--- src/rtl/seq_monitor_pkg.sv ---
// Shared types and helpers for the seq_monitor sequence checker.
// Optional coverage outputs in seq_monitor are enabled by SEQMON_COVER_EN.
package seq_monitor_pkg;

  typedef enum logic [1:0] {IDLE, JRUN, WAITK} thr_state_e;

  // J-run counter width.
  function automatic int jcnt_w(input int num_j);
    return (num_j < 1) ? 1 : $clog2(num_j + 1);
  endfunction

  function automatic logic [63:0] sat_add(input logic [63:0] a,
                                          input logic [63:0] b,
                                          input logic [63:0] max_v);
    logic [63:0] s;
    s = a + b;
    return (s > max_v) ? max_v : s;
  endfunction

endpackage

--- src/rtl/seq_thread.sv ---
// One consequent checker: J[*NUM_J] ##1 K, started by alloc, killed by X.
//   state | meaning
//   IDLE  | free, may be allocated
//   JRUN  | counting consecutive J cycles (j_left = J cycles still needed - 1)
//   WAITK | NUM_J J cycles seen, K required in the next sampled cycle
module seq_thread
  import seq_monitor_pkg::*;
#(
  parameter int NUM_J = 4
) (
  input  logic CLK,
  input  logic RST_N,
  input  logic alloc,
  input  logic J,
  input  logic K,
  input  logic X,
  output logic pass,
  output logic fail,
  output logic busy
);

  localparam int JW = jcnt_w(NUM_J);
  localparam logic [JW-1:0] J_LOAD = JW'(NUM_J - 1);

  thr_state_e state, state_nxt;
  logic [JW-1:0] j_left, j_left_nxt;

  always_ff @(posedge CLK or negedge RST_N) begin
    if (!RST_N) begin
      state  <= IDLE;
      j_left <= '0;
    end else begin
      state  <= state_nxt;
      j_left <= j_left_nxt;
    end
  end

  // Allocation wins over a resolution in the same cycle: the slot is reused.
  always_comb begin
    state_nxt  = state;
    j_left_nxt = j_left;
    if (X) begin
      state_nxt = IDLE;
    end else if (alloc) begin
      state_nxt  = JRUN;
      j_left_nxt = J_LOAD;
    end else begin
      case (state)
        JRUN: begin
          if (!J)                  state_nxt  = IDLE;
          else if (j_left == '0)   state_nxt  = WAITK;
          else                     j_left_nxt = j_left - JW'(1);
        end
        WAITK:   state_nxt = IDLE;
        default: state_nxt = state;
      endcase
    end
  end

  always_comb begin
    busy = (state != IDLE);
    pass = !X && (state == WAITK) && K;
    fail = !X && (((state == JRUN) && !J) || ((state == WAITK) && !K));
  end

endmodule

--- src/rtl/seq_monitor.sv ---
// Checks C ##1 B[*1:MAX_B] ##1 A |=> J[*NUM_J] ##1 K, disabled by X, with NTHREADS
// overlapping attempts. Define SEQMON_COVER_EN to add ant_cnt and blen_hist.
module seq_monitor
  import seq_monitor_pkg::*;
#(
  parameter int MAX_B    = 3,
  parameter int NUM_J    = 4,
  parameter int NTHREADS = 2,
  parameter int CNT_W    = 16
) (
  input  logic                      CLK,
  input  logic                      RST_N,
  input  logic                      A,
  input  logic                      B,
  input  logic                      C,
  input  logic                      J,
  input  logic                      K,
  input  logic                      X,
  output logic                      pass,
  output logic                      fail,
  output logic                      abort,
  output logic                      overflow,
  output logic [CNT_W-1:0]          pass_cnt,
  output logic [CNT_W-1:0]          fail_cnt,
  output logic [CNT_W-1:0]          abort_cnt,
`ifdef SEQMON_COVER_EN
  output logic [NTHREADS-1:0]       busy,
  output logic [CNT_W-1:0]          ant_cnt,
  output logic [MAX_B*CNT_W-1:0]    blen_hist
`else
  output logic [NTHREADS-1:0]       busy
`endif
);

  localparam logic [63:0] CNT_MAX = (64'd1 << CNT_W) - 64'd1;

  logic                cprev;
  logic [MAX_B:1]      bv;
  logic                match;
  logic                active;
  logic                taken;
  logic [NTHREADS-1:0] thr_pass, thr_fail, thr_free, alloc_vec;
  logic [63:0]         n_pass, n_fail;

  assign match    = A & (|bv) & ~X;
  assign active   = cprev | (|bv) | (|busy);
  assign thr_free = ~busy | thr_pass | thr_fail;
  assign n_pass   = 64'($countones(thr_pass));
  assign n_fail   = 64'($countones(thr_fail));

  always_comb begin
    alloc_vec = '0;
    taken     = 1'b0;
    for (int i = 0; i < NTHREADS; i++) begin
      if (!taken && thr_free[i]) begin
        alloc_vec[i] = match;
        taken        = 1'b1;
      end
    end
  end

  for (genvar g = 0; g < NTHREADS; g++) begin : g_thr
    seq_thread #(.NUM_J(NUM_J)) u_thr (
      .CLK   (CLK),
      .RST_N (RST_N),
      .alloc (alloc_vec[g]),
      .J     (J),
      .K     (K),
      .X     (X),
      .pass  (thr_pass[g]),
      .fail  (thr_fail[g]),
      .busy  (busy[g])
    );
  end

  // bv[k]: C was seen k+1 cycles ago followed by k consecutive B cycles.
  always_ff @(posedge CLK or negedge RST_N) begin
    if (!RST_N) begin
      cprev     <= 1'b0;
      bv        <= '0;
      pass      <= 1'b0;
      fail      <= 1'b0;
      abort     <= 1'b0;
      overflow  <= 1'b0;
      pass_cnt  <= '0;
      fail_cnt  <= '0;
      abort_cnt <= '0;
    end else begin
      pass     <= |thr_pass;
      fail     <= |thr_fail;
      pass_cnt <= CNT_W'(sat_add(64'(pass_cnt), n_pass, CNT_MAX));
      fail_cnt <= CNT_W'(sat_add(64'(fail_cnt), n_fail, CNT_MAX));
      if (X) begin
        cprev <= 1'b0;
        bv    <= '0;
        abort <= active;
        if (active) abort_cnt <= CNT_W'(sat_add(64'(abort_cnt), 64'd1, CNT_MAX));
      end else begin
        cprev <= C;
        bv[1] <= cprev & B;
        for (int k = 2; k <= MAX_B; k++) bv[k] <= bv[k-1] & B;
        abort <= 1'b0;
        if (match && !taken) overflow <= 1'b1;
      end
    end
  end

`ifdef SEQMON_COVER_EN
  logic [CNT_W-1:0] hist [1:MAX_B];
  int               shortest;

  always_comb begin
    shortest = 0;
    for (int k = MAX_B; k >= 1; k--) if (bv[k]) shortest = k;
  end

  always_ff @(posedge CLK or negedge RST_N) begin
    if (!RST_N) begin
      ant_cnt <= '0;
      for (int k = 1; k <= MAX_B; k++) hist[k] <= '0;
    end else if (match) begin
      ant_cnt <= CNT_W'(sat_add(64'(ant_cnt), 64'd1, CNT_MAX));
      for (int k = 1; k <= MAX_B; k++)
        if (shortest == k) hist[k] <= CNT_W'(sat_add(64'(hist[k]), 64'd1, CNT_MAX));
    end
  end

  for (genvar h = 1; h <= MAX_B; h++) begin : g_hist
    assign blen_hist[(h-1)*CNT_W +: CNT_W] = hist[h];
  end
`else
`endif

endmodule

--- config.mk ---
export PLATFORM = sky130hd
export DESIGN_NAME = seq_monitor
export DESIGN_NICKNAME = d
export VERILOG_FILES = /design/src/rtl/seq_monitor_pkg.sv /design/src/rtl/seq_thread.sv /design/src/rtl/seq_monitor.sv
export SDC_FILE = /design/constraint.sdc
export NUM_CORES = 1
export LEC_CHECK = 0
export ABC_AREA = 0
export BUFFER_PORTS_ARGS = -buffer_cell sky130_fd_sc_hd__clkbuf_2
export CAP_MARGIN = 20
export CELL_PAD_IN_SITES_DETAIL_PLACEMENT = 0
export CELL_PAD_IN_SITES_GLOBAL_PLACEMENT = 1
export CORE_MARGIN = 2
export CORE_UTILIZATION = 38
export DETAILED_ROUTE_END_ITERATION = 16
export GPL_ROUTABILITY_DRIVEN = 0
export PLACE_DENSITY = 0.74
export SLEW_MARGIN = 20
export SYNTH_ARGS = -nofsm -noshare
export SYNTH_HDL_FRONTEND = slang
export SYNTH_SLANG_ARGS = --single-unit
export TNS_END_PERCENT = 100
--- constraint.sdc ---
create_clock -name CLK -period 2.21 [get_ports CLK]
set_input_delay 0.221 -clock CLK [delete_from_list [all_inputs] [get_ports CLK]]
set_output_delay 0.221 -clock CLK [all_outputs]
set_load 0.02 [all_outputs]
==> impl_results.md, run 1 <==
- Final-layout fill cell count: about 780
- Mapped Nets: 329
- Class of the tightest hold or removal check: input pin to flop
- Measured slew at the worst slew-check pin: 0.494 ns
- Minimum setup slack among reg-to-reg paths: ~0.056 ns
- Area fraction of the dominant cell type after synthesis: about half
- Flip-flop cell with the highest count after synthesis: sky130_fd_sc_hd__dfrtp_1
- Hold Vio Cnt, Final: 0
- Die Outline Area: 9120 um^2
- Final setup violation count: 0
- Number of warnings issued by yosys: 0
- Capture endpoint of the worst hold path: cprev$_DFF_PN0_
- WP data arrival: 2.38 ns
- Deepest level of the CTS H-tree: 3
- Yosys top cell by area: sky130_fd_sc_hd__dfrtp_1
- Initial DRC count: 80
- Syn-to-layout area delta: 28.8%
- Worst VDD drop: approximately 0.32 mV
- Mean area per synthesized cell: 10.2 um^2
- Final Net Count: between 400 and 500
- Placed cell area: 3810 um^2
- Share of synthesized area occupied by flip-flops and latches: between 50 and 60%
- Placement row count: 33
- Category of the critical setup timing path: flop to flop
- RR Endpoint: fail_cnt[7]$_DFF_PN0_
- Horizontal extent of the die: between 90 and 100 um
- Type of origin of the critical path: flop
- I/O pin count: between 60 and 70
- Max Slew Vio Count: 0
- Biggest fanout along the worst timing path: 3
- Min-Delay Startpoint: C
- Clock tree root driver cell: sky130_fd_sc_hd__clkbuf_8
- Slack of the critical path: around 0.056 ns
- Insertion delay of the later-clocked pin in the worst-skew pair: 0.33 ns
- Run status: complete, no violations
- Met3 usage in global routing: under 10%
- Pwr/cell area: between 600 and 700 nW/um^2
- Number of clock buffers inserted by TritonCTS: 9
- Setup TNS after final layout: 0 ns
- Post-route cell area: ~4100 um^2
- Yosys cell types: 47
- Main area contributors after synthesis: sky130_fd_sc_hd__dfrtp_1 (52%), sky130_fd_sc_hd__nand2_1 (4.0%), sky130_fd_sc_hd__ha_1 (3.1%)
- Met1 usage in global routing: ~22%
- Maximum clock rate: 464 MHz
- Clk pin slew, worst setup/hold paths: about 0.07 ns
- Core Region: a little over 8000 um^2
- Input/output buffers: 61
- Pin count of the biggest net entering global routing: 67
- Sinks on Clock Net: 66
- Portion of the clock cycle consumed by the worst path in the final layout: a little over nine tenths
- Tightest slew margin relative to the limit: between 60% and 70%
- Starting utilization of the core area: 38.9%
- Router iterations before antenna repair: 4
- Post-route core utilization: 50.2%
- Met2 track utilization from global routing: 24.4%
- Unrepaired setup endpoints after global routing: true
- Number of max-capacitance violations reported: 0
- Pre-CTS setup slack: -0.0274 ns
- Total placed cells including tap cells: between 400 and 500
- Post-detailed-route count of antenna-violating nets: 0
- Worst Clk Skew: around 0.0094 ns
- Number of enable-type register cells in the synthesized netlist: 0
- Vias in the first global route: 2479
- Hold Path Cell Cnt: 2
- Synthesized area: 3180 um^2
- Cells after synthesis: 311
- Residual DRC count: 0
- Via density per instance: roughly 5
- Average routed wire per standard cell: approximately 13 um
- Area of the multi-input gates: around 1500 um^2
- Routed wire length: 6890 um
- Final cell count without fillers: 513
- Synth async-reset ratio: between 90% and 100%
- Post-DP HPWL: 4880 um
- Number of antenna violations at the first check in global routing: 0
- All-layer global routing usage: 16.1%
- Routed via count: around 2600
- Launching point of the worst reg2reg path: g_thr[0].u_thr.state[1]$_DFFE_PN0P_
- First-pass GRT wire length: 11400 um
- Register bit count reported by yosys: 66
- Cell with the most instances after synthesis: sky130_fd_sc_hd__dfrtp_1
- Storage cell area: around 1700 um^2
- Share of final-layout standard cells stronger than drive strength 1: ~33%
- CTS tree: built
- Kind of end point of the critical path: flop
- Data required time at the worst endpoint: 2.44 ns
- Leading cell types by count after synthesis: sky130_fd_sc_hd__dfrtp_1 (66), sky130_fd_sc_hd__nand2_1 (34), sky130_fd_sc_hd__nor2_1 (22)
- Die height: between 90 and 100 um
- Global route hottest layer: met2
- PnR Total Power: around 2.8 mW
- Minimum clock period: 2.15 ns
- Leakage power summed over all cells: 2.11 nW
- Cell count of the worst reg-to-reg path: 10
- Clock Path Buffers: 2
- Sum of overflow across all layers after global routing: 0
- Min Hold Slack: 0.117 ns
- Count of antenna diodes in the layout: 0
## layout make-up
| class | instances | share of cell area [%] |
|---|---|---|
| Clock buffer | 13 | 3.63 |
| Timing Repair Buffer | 91 | 13.5 |
| Clock inverter | 2 | 0.915 |
| Multi-Input combinational cell | 224 | 37.4 |
| Inverter | 12 | 1.10 |
| Sequential cell | 66 | 40.3 |
| Tap cell | 105 | 3.20 |
## per-layer routing
layer,vias up,part of all wire (%)
met2,50,45
met3,10,5.0
li1,1283,-
met1,1224,48
met4,0,1.5
met5,-,0
## worst max path at each step
stage                                   startpoint                      to  slack (ns)  cells past startpoint
2_1_floorplan  g_thr[1].u_thr.state[1]$_DFFE_PN0P_  fail_cnt[15]$_DFF_PN0_       -0.01                      8
3_3_place_gp   g_thr[1].u_thr.state[0]$_DFFE_PN0P_  fail_cnt[15]$_DFF_PN0_        0.03                      8
3_5_place_dp   g_thr[1].u_thr.state[0]$_DFFE_PN0P_  fail_cnt[15]$_DFF_PN0_       -0.03                      8
4_1_cts        g_thr[1].u_thr.state[0]$_DFFE_PN0P_  fail_cnt[14]$_DFF_PN0_       0.001                      9
5_1_grt        g_thr[1].u_thr.state[0]$_DFFE_PN0P_  fail_cnt[14]$_DFF_PN0_       -0.08                      9
6_report       g_thr[0].u_thr.state[1]$_DFFE_PN0P_   fail_cnt[7]$_DFF_PN0_        0.06                     10
## cells by family after synthesis
family	Yosys count	share of synthesized area, %
compound gates	45	9.16
xor+xnor	20	5.50
fa+ha+maj	10	4.40
buf+inv	21	2.83
flops	66	51.9
mux	9	3.14
simple gates	140	23.1
## power by group
part	internal (mW)	leakage (nW)	switching (mW)	total [mW]
Sequential	1.29	0.884	0.0803	1.37
Combinational	0.158	1.14	0.238	0.396
Clock	0.548	0.0897	0.446	0.994
## layout by cell type, fill, tap and decap left out, drive strengths merged, types with 3 or more instances in the layout
master	count
nand2	34
o21ai	4
nor2b	5
clkbuf	73
and3	12
nand2b	12
xor2	11
nor2	23
nand3	20
a21oi	15
xnor2	9
inv	12
buf	30
a31oi	10
dfrtp	66
and4	5
a41oi	3
nor3	4
ha	8
or3	3
and2	7
mux2	8
nand4	9
## critical path: stages (launching register included)
cell                       delay [ns]
sky130_fd_sc_hd__dfrtp_1         0.42
sky130_fd_sc_hd__nand2b_4        0.16
sky130_fd_sc_hd__o22a_1          0.19
sky130_fd_sc_hd__nor2_2          0.07
sky130_fd_sc_hd__fa_2            0.38
sky130_fd_sc_hd__and3_4          0.20
sky130_fd_sc_hd__buf_4           0.13
sky130_fd_sc_hd__and3_4          0.19
sky130_fd_sc_hd__nand3_1         0.10
sky130_fd_sc_hd__xor2_1          0.14
sky130_fd_sc_hd__nand2_1         0.06
## what timing repair did
| action | in CTS | in global routing |
|---|---|---|
| resized for setup | 0 | 16 |
| buffers inserted | 1 | 3 |
| endpoints found under the hold margin | 66 | 0 |
| hold buffers | 1 | 0 |
| pin swaps | 1 | 5 |
| endpoints found under the setup margin | 2 | 32 |
## sequential cells by signal (all words and copies together) (netlist names)
name                flops
pass_cnt               16
fail_cnt               16
cprev                   1
g_thr.u_thr.state       4
abort_cnt              16
pass                    1
g_thr.u_thr.j_left      6
abort                   1
bv                      3
fail                    1
overflow                1
Note: power is estimated with default switching activity, not from simulation.
==> inputs of run 2 (changes only) <==
--- a/config.mk
+++ b/config.mk
@@ -5,16 +5,17 @@
 export SDC_FILE = /design/constraint.sdc
 export NUM_CORES = 1
 export LEC_CHECK = 0
-export ABC_AREA = 0
+export ABC_AREA = 1
 export BUFFER_PORTS_ARGS = -buffer_cell sky130_fd_sc_hd__clkbuf_2
 export CAP_MARGIN = 20
 export CELL_PAD_IN_SITES_DETAIL_PLACEMENT = 0
 export CELL_PAD_IN_SITES_GLOBAL_PLACEMENT = 1
 export CORE_MARGIN = 2
-export CORE_UTILIZATION = 38
+export CORE_UTILIZATION = 37
 export DETAILED_ROUTE_END_ITERATION = 16
 export GPL_ROUTABILITY_DRIVEN = 0
-export PLACE_DENSITY = 0.74
+export PLACE_DENSITY = 0.75
+export SETUP_SLACK_MARGIN = 0.4
 export SLEW_MARGIN = 20
 export SYNTH_ARGS = -nofsm -noshare
 export SYNTH_HDL_FRONTEND = slang
==> impl_results.md, run 2 <==
- Min Hold Slack: 0.0692 ns (was 0.117 ns)
- Total placed cells including tap cells: 722 (was 493)
- Share of total power in the clock network: 21.5% (was 36.0%)
- Number of warnings issued by yosys: 0 (unchanged)
- Placement row count: 36 (was 33)
- Final Net Count: 666 (was 422)
- Flip-flop cell with the highest count after synthesis: sky130_fd_sc_hd__dfrtp_1 (unchanged)
- Switching fraction of total power: 43.3% (was 27.7%)
- Via density per instance: 4.73 (was 5.00)
- Syn-to-layout area delta: 49.1% (was 28.8%)
- Hold Path Cell Cnt: 3 (was 2)
- Biggest fanout along the worst timing path: 4 (was 3)
- Minimum clock period: 2.31 ns (was 2.15 ns)
- Minimum setup slack among reg-to-reg paths: -0.1 ns (was 0.06 ns)
- Input/output buffers: 61 (unchanged)
- WP data arrival: 2.54 ns (was 2.38 ns)
- Post-DP HPWL: 6400 um (was 4880 um)
- Category of the critical setup timing path: flop to flop (unchanged)
- Die height: 105 um (was 95.5 um)
- Count of antenna diodes in the layout: 0 (unchanged)
- Synth async-reset ratio: 100% (unchanged)
- Number of enable-type register cells in the synthesized netlist: 0 (unchanged)
- CTS tree: built (unchanged)
- Die Outline Area: 11000 um^2 (was 9120 um^2)
- Final-layout fill cell count: 912 (was 776)
- Initial DRC count: 120 (was 80)
- Internal cell power: 3.13 mW (was 1.99 mW)
- Number of max-capacitance violations reported: 0 (unchanged)
- RR Endpoint: pass_cnt[14]$_DFF_PN0_ (was fail_cnt[7]$_DFF_PN0_)
- Post-detailed-route count of antenna-violating nets: 0 (unchanged)
- Synth Area in Simple Gates: 32.0% (was 23.1%)
- Deepest level of the CTS H-tree: 3 (unchanged)
- Routed wire length: 10500 um (was 6890 um)
- Cell with the most instances after synthesis: sky130_fd_sc_hd__nand2_1 (was sky130_fd_sc_hd__dfrtp_1)
- Failing checks: setup timing
- Post-synthesis adder-cell area fraction: 3.72% (was 4.40%)
- Most common cell after layout, fill and taps aside: sky130_fd_sc_hd__nand2_1 (was sky130_fd_sc_hd__dfrtp_1)
- Mean area per synthesized cell: 7.36 um^2 (was 10.2 um^2)
- Synthesized area: 3770 um^2 (was 3180 um^2)
- Sequence of cells on the critical path: inv_2 > nand2_2 > inv_2 > nand2_2 > inv_2 > fa_2 > ha_4 > nand2_4 > nor2_4 > nand2_2 > nor2_4 > nand4_1 > nor2_2 > buf_6 > inv_4 > nor3_2 > nor2_1 (was nand2b_4 > o22a_1 > nor2_2 > fa_2 > and3_4 > buf_4 > and3_4 > nand3_1 > xor2_1 > nand2_1)
- Final setup violation count: 31 (was 0)
- Type of origin of the critical path: flop (unchanged)
- Clock Path Buffers: 2 (unchanged)
- Portion of the clock cycle consumed by the worst path in the final layout: 104% (was 97.5%)
- Insertion delay of the later-clocked pin in the worst-skew pair: 0.34 ns (was 0.33 ns)
- Area of the multi-input gates: 2240 um^2 (was 1530 um^2)
- PnR Total Power: 5.52 mW (was 2.76 mW)
- Number of antenna violations at the first check in global routing: 0 (unchanged)
- All-layer global routing usage: 18.9% (was 16.1%)
- Router iterations before antenna repair: 4 (unchanged)
- First-pass GRT wire length: 16800 um (was 11400 um)
- Share of synthesized area occupied by flip-flops and latches: 43.8% (was 51.9%)
- Area fraction of the dominant cell type after synthesis: 43.8% (was 51.9%)
- Vias in the first global route: 3623 (was 2479)
- Leakage power summed over all cells: 3.01 nW (was 2.11 nW)
- Storage cell area: 1660 um^2 (was 1650 um^2)
- XOR/XNOR Fraction of Synth Area: 3.25% (was 5.50%)
- Unrepaired setup endpoints after global routing: true (unchanged)
- Part of the total power dissipated in sequential elements: 32.1% (was 49.6%)
- Portion of total power attributed to combinational logic: 46.4% (was 14.4%)
- I/O pin count: 62 (unchanged)
- Worst VDD drop: 0.402 mV (was 0.319 mV)
- Clock tree root driver cell: sky130_fd_sc_hd__clkbuf_8 (unchanged)
- Pin count of the biggest net entering global routing: 67 (unchanged)
- Main combinational cell family by area after synthesis: simple AND/OR/NAND/NOR gates (unchanged)
- Min-Delay Startpoint: C (unchanged)
- Setup TNS after final layout: -1.28 ns (was 0 ns)
- Data required time at the worst endpoint: 2.44 ns (about the same)
- Max Slew Vio Count: 0 (unchanged)
- Mapped Nets: 530 (was 329)
- Pwr/cell area: 983 nW/um^2 (was 673 nW/um^2)
- Most frequent cells in the layout: sky130_fd_sc_hd__nand2_1 (106), sky130_fd_sc_hd__inv_1 (72), sky130_fd_sc_hd__dfrtp_1 (61) (was sky130_fd_sc_hd__dfrtp_1 (65), sky130_fd_sc_hd__clkbuf_2 (60), sky130_fd_sc_hd__nand2_1 (33))
- Largest registers: abort_cnt: 16 flops, fail_cnt: 16 flops, pass_cnt: 16 flops (unchanged)
- Highest-delay cell along the critical path: sky130_fd_sc_hd__dfrtp_1 (unchanged)
- Compound-cell area share of the yosys netlist: 6.27% (was 9.16%)
- Final cell count without fillers: 786 (was 513)
- Measured slew at the worst slew-check pin: 0.415 ns (was 0.494 ns)
- Largest stage delay on the critical path: 0.44 ns (was 0.42 ns)
- Cells after synthesis: 512 (was 311)
- Sum of overflow across all layers after global routing: 0 (unchanged)
- Placed cell area: 4450 um^2 (was 3810 um^2)
- Tightest slew margin relative to the limit: 72.2% (was 66.8%)
- Worst Clk Skew: 0.00581 ns (was 0.00937 ns)
- Slack of the critical path: -0.0969 ns (was 0.0558 ns)
- Register bit count reported by yosys: 66 (unchanged)
- Hold Vio Cnt, Final: 0 (unchanged)
- Starting utilization of the core area: 38.4% (was 38.9%)
- Core Region: 9820 um^2 (was 8180 um^2)
- Kind of end point of the critical path: flop (unchanged)
- Routed via count: 3721 (was 2567)
- Launching point of the worst reg2reg path: g_thr[1].u_thr.state[0]$_DFFE_PN0P_ (was g_thr[0].u_thr.state[1]$_DFFE_PN0P_)
- Clk pin slew, worst setup/hold paths: 0.07 ns (about the same)
- Sinks on Clock Net: 66 (unchanged)
- Capture endpoint of the worst hold path: cprev$_DFF_PN0_ (unchanged)
- Yosys top cell by area: sky130_fd_sc_hd__dfrtp_1 (unchanged)
- Leading cell types by count after synthesis: sky130_fd_sc_hd__nand2_1 (146), sky130_fd_sc_hd__inv_1 (87), sky130_fd_sc_hd__dfrtp_1 (66) (was sky130_fd_sc_hd__dfrtp_1 (66), sky130_fd_sc_hd__nand2_1 (34), sky130_fd_sc_hd__nor2_1 (22))
- Average routed wire per standard cell: 13.3 um (was 13.4 um)
- Horizontal extent of the die: 105 um (was 95.5 um)
- Switching Power: 2.39 mW (was 0.765 mW)
- Residual DRC count: 0 (unchanged)
- Cell count of the worst reg-to-reg path: 17 (was 10)
- Maximum clock rate: 433 MHz (was 464 MHz)
- Share of final-layout standard cells stronger than drive strength 1: 44.3% (was 32.6%)
- Main area contributors after synthesis: sky130_fd_sc_hd__dfrtp_1 (44%), sky130_fd_sc_hd__nand2_1 (15%), sky130_fd_sc_hd__inv_1 (8.7%) (was sky130_fd_sc_hd__dfrtp_1 (52%), sky130_fd_sc_hd__nand2_1 (4.0%), sky130_fd_sc_hd__ha_1 (3.1%))
- Yosys cell types: 34 (was 47)
- Class of the tightest hold or removal check: input pin to flop (unchanged)
- Number of clock buffers inserted by TritonCTS: 9 (unchanged)
- Post-route cell area: 5620 um^2 (was 4100 um^2)
- Portion of netlist area occupied by mux cells: 0% (was 3.14%)
- Run status: complete, but fails checks (was complete, no violations)
## run 2: critical path, delay by kind of cell (launching register included)
| kind | cells | cell delay [ns] |
|---|---|---|
| simple gates | 10 | 0.95 |
| flops | 1 | 0.44 |
| buf+inv | 5 | 0.41 |
| fa+ha+maj | 2 | 0.38 |
## run 2: cell families (layout without fill, tap and decap cells)
family	after synthesis	count (layout)
AO/OA/AOI/OAI	40	40
AND/OR/NAND/NOR	282	283
flip-flops	66	66
buffers and inverters	100	240
adder cells (fa/ha/maj)	10	10
XOR/XNOR	14	14
## run 2: per-layer routing
metal / vias up / track usage (%) / wire length [um]
li1: 1860 / - / -
met1: 1780 / 22.9 / 4390
met2: 65 / 33.1 / 5480
met3: 16 / 3.68 / 394
met4: 0 / 6.67 / 191
met5: - / 0 / 0
## run 2: stage by stage
step	setup slack, ns	util (%)
6_report	-0.0969	57.3
4_1_cts	-0.0290	52.9
2_1_floorplan	0.0531	-
3_5_place_dp	-0.0859	45.3
3_3_place_gp	-0.0187	45.3
5_1_grt	-0.265	57.3
## run 2: layout make-up
class	instances	share of cell area [%]
clock buffer	12	2.76
clock inverter	4	1.31
inverter	89	5.99
multi-input combinational	347	39.8
sequential	66	29.5
tap	133	2.96
timing repair buffer	135	17.6
## run 2: worst max path at each step
stage | startpoint | to | depth (start not counted)
after floorplan | g_thr[0].u_thr.state[1]$_DFFE_PN0P_ | fail_cnt[0]$_DFF_PN0_ | 16
after global placement | g_thr[0].u_thr.state[1]$_DFFE_PN0P_ | fail_cnt[8]$_DFF_PN0_ | 16
after detailed placement | g_thr[0].u_thr.state[1]$_DFFE_PN0P_ | fail_cnt[5]$_DFF_PN0_ | 16
after CTS | g_thr[0].u_thr.state[1]$_DFFE_PN0P_ | fail_cnt[14]$_DFF_PN0_ | 15
after global routing | g_thr[1].u_thr.state[0]$_DFFE_PN0P_ | pass_cnt[14]$_DFF_PN0_ | 17
final | g_thr[1].u_thr.state[0]$_DFFE_PN0P_ | pass_cnt[14]$_DFF_PN0_ | 17
## run 2: power by group through the flow
stage	Clock [mW]	Sequential [mW]	Combinational (mW)
finish	1.19	1.78	2.56
global route	1.28	1.82	2.85
CTS	1.23	1.77	2.28
detailed placement	0	1.80	1.95
global placement	0	1.79	1.95
floorplan	0	1.97	1.21
## run 2: timing repair
| action | 4_1_cts | 5_1_grt |
|---|---|---|
| endpoints found under the setup margin | 48 | 58 |
| buffers inserted | 28 | 17 |
| pin swaps | 28 | 43 |
| resized for setup | 88 | 86 |
| hold endpoints to repair | 66 | 0 |
| hold buffers | 1 | 0 |
| cloned | 2 | 0 |
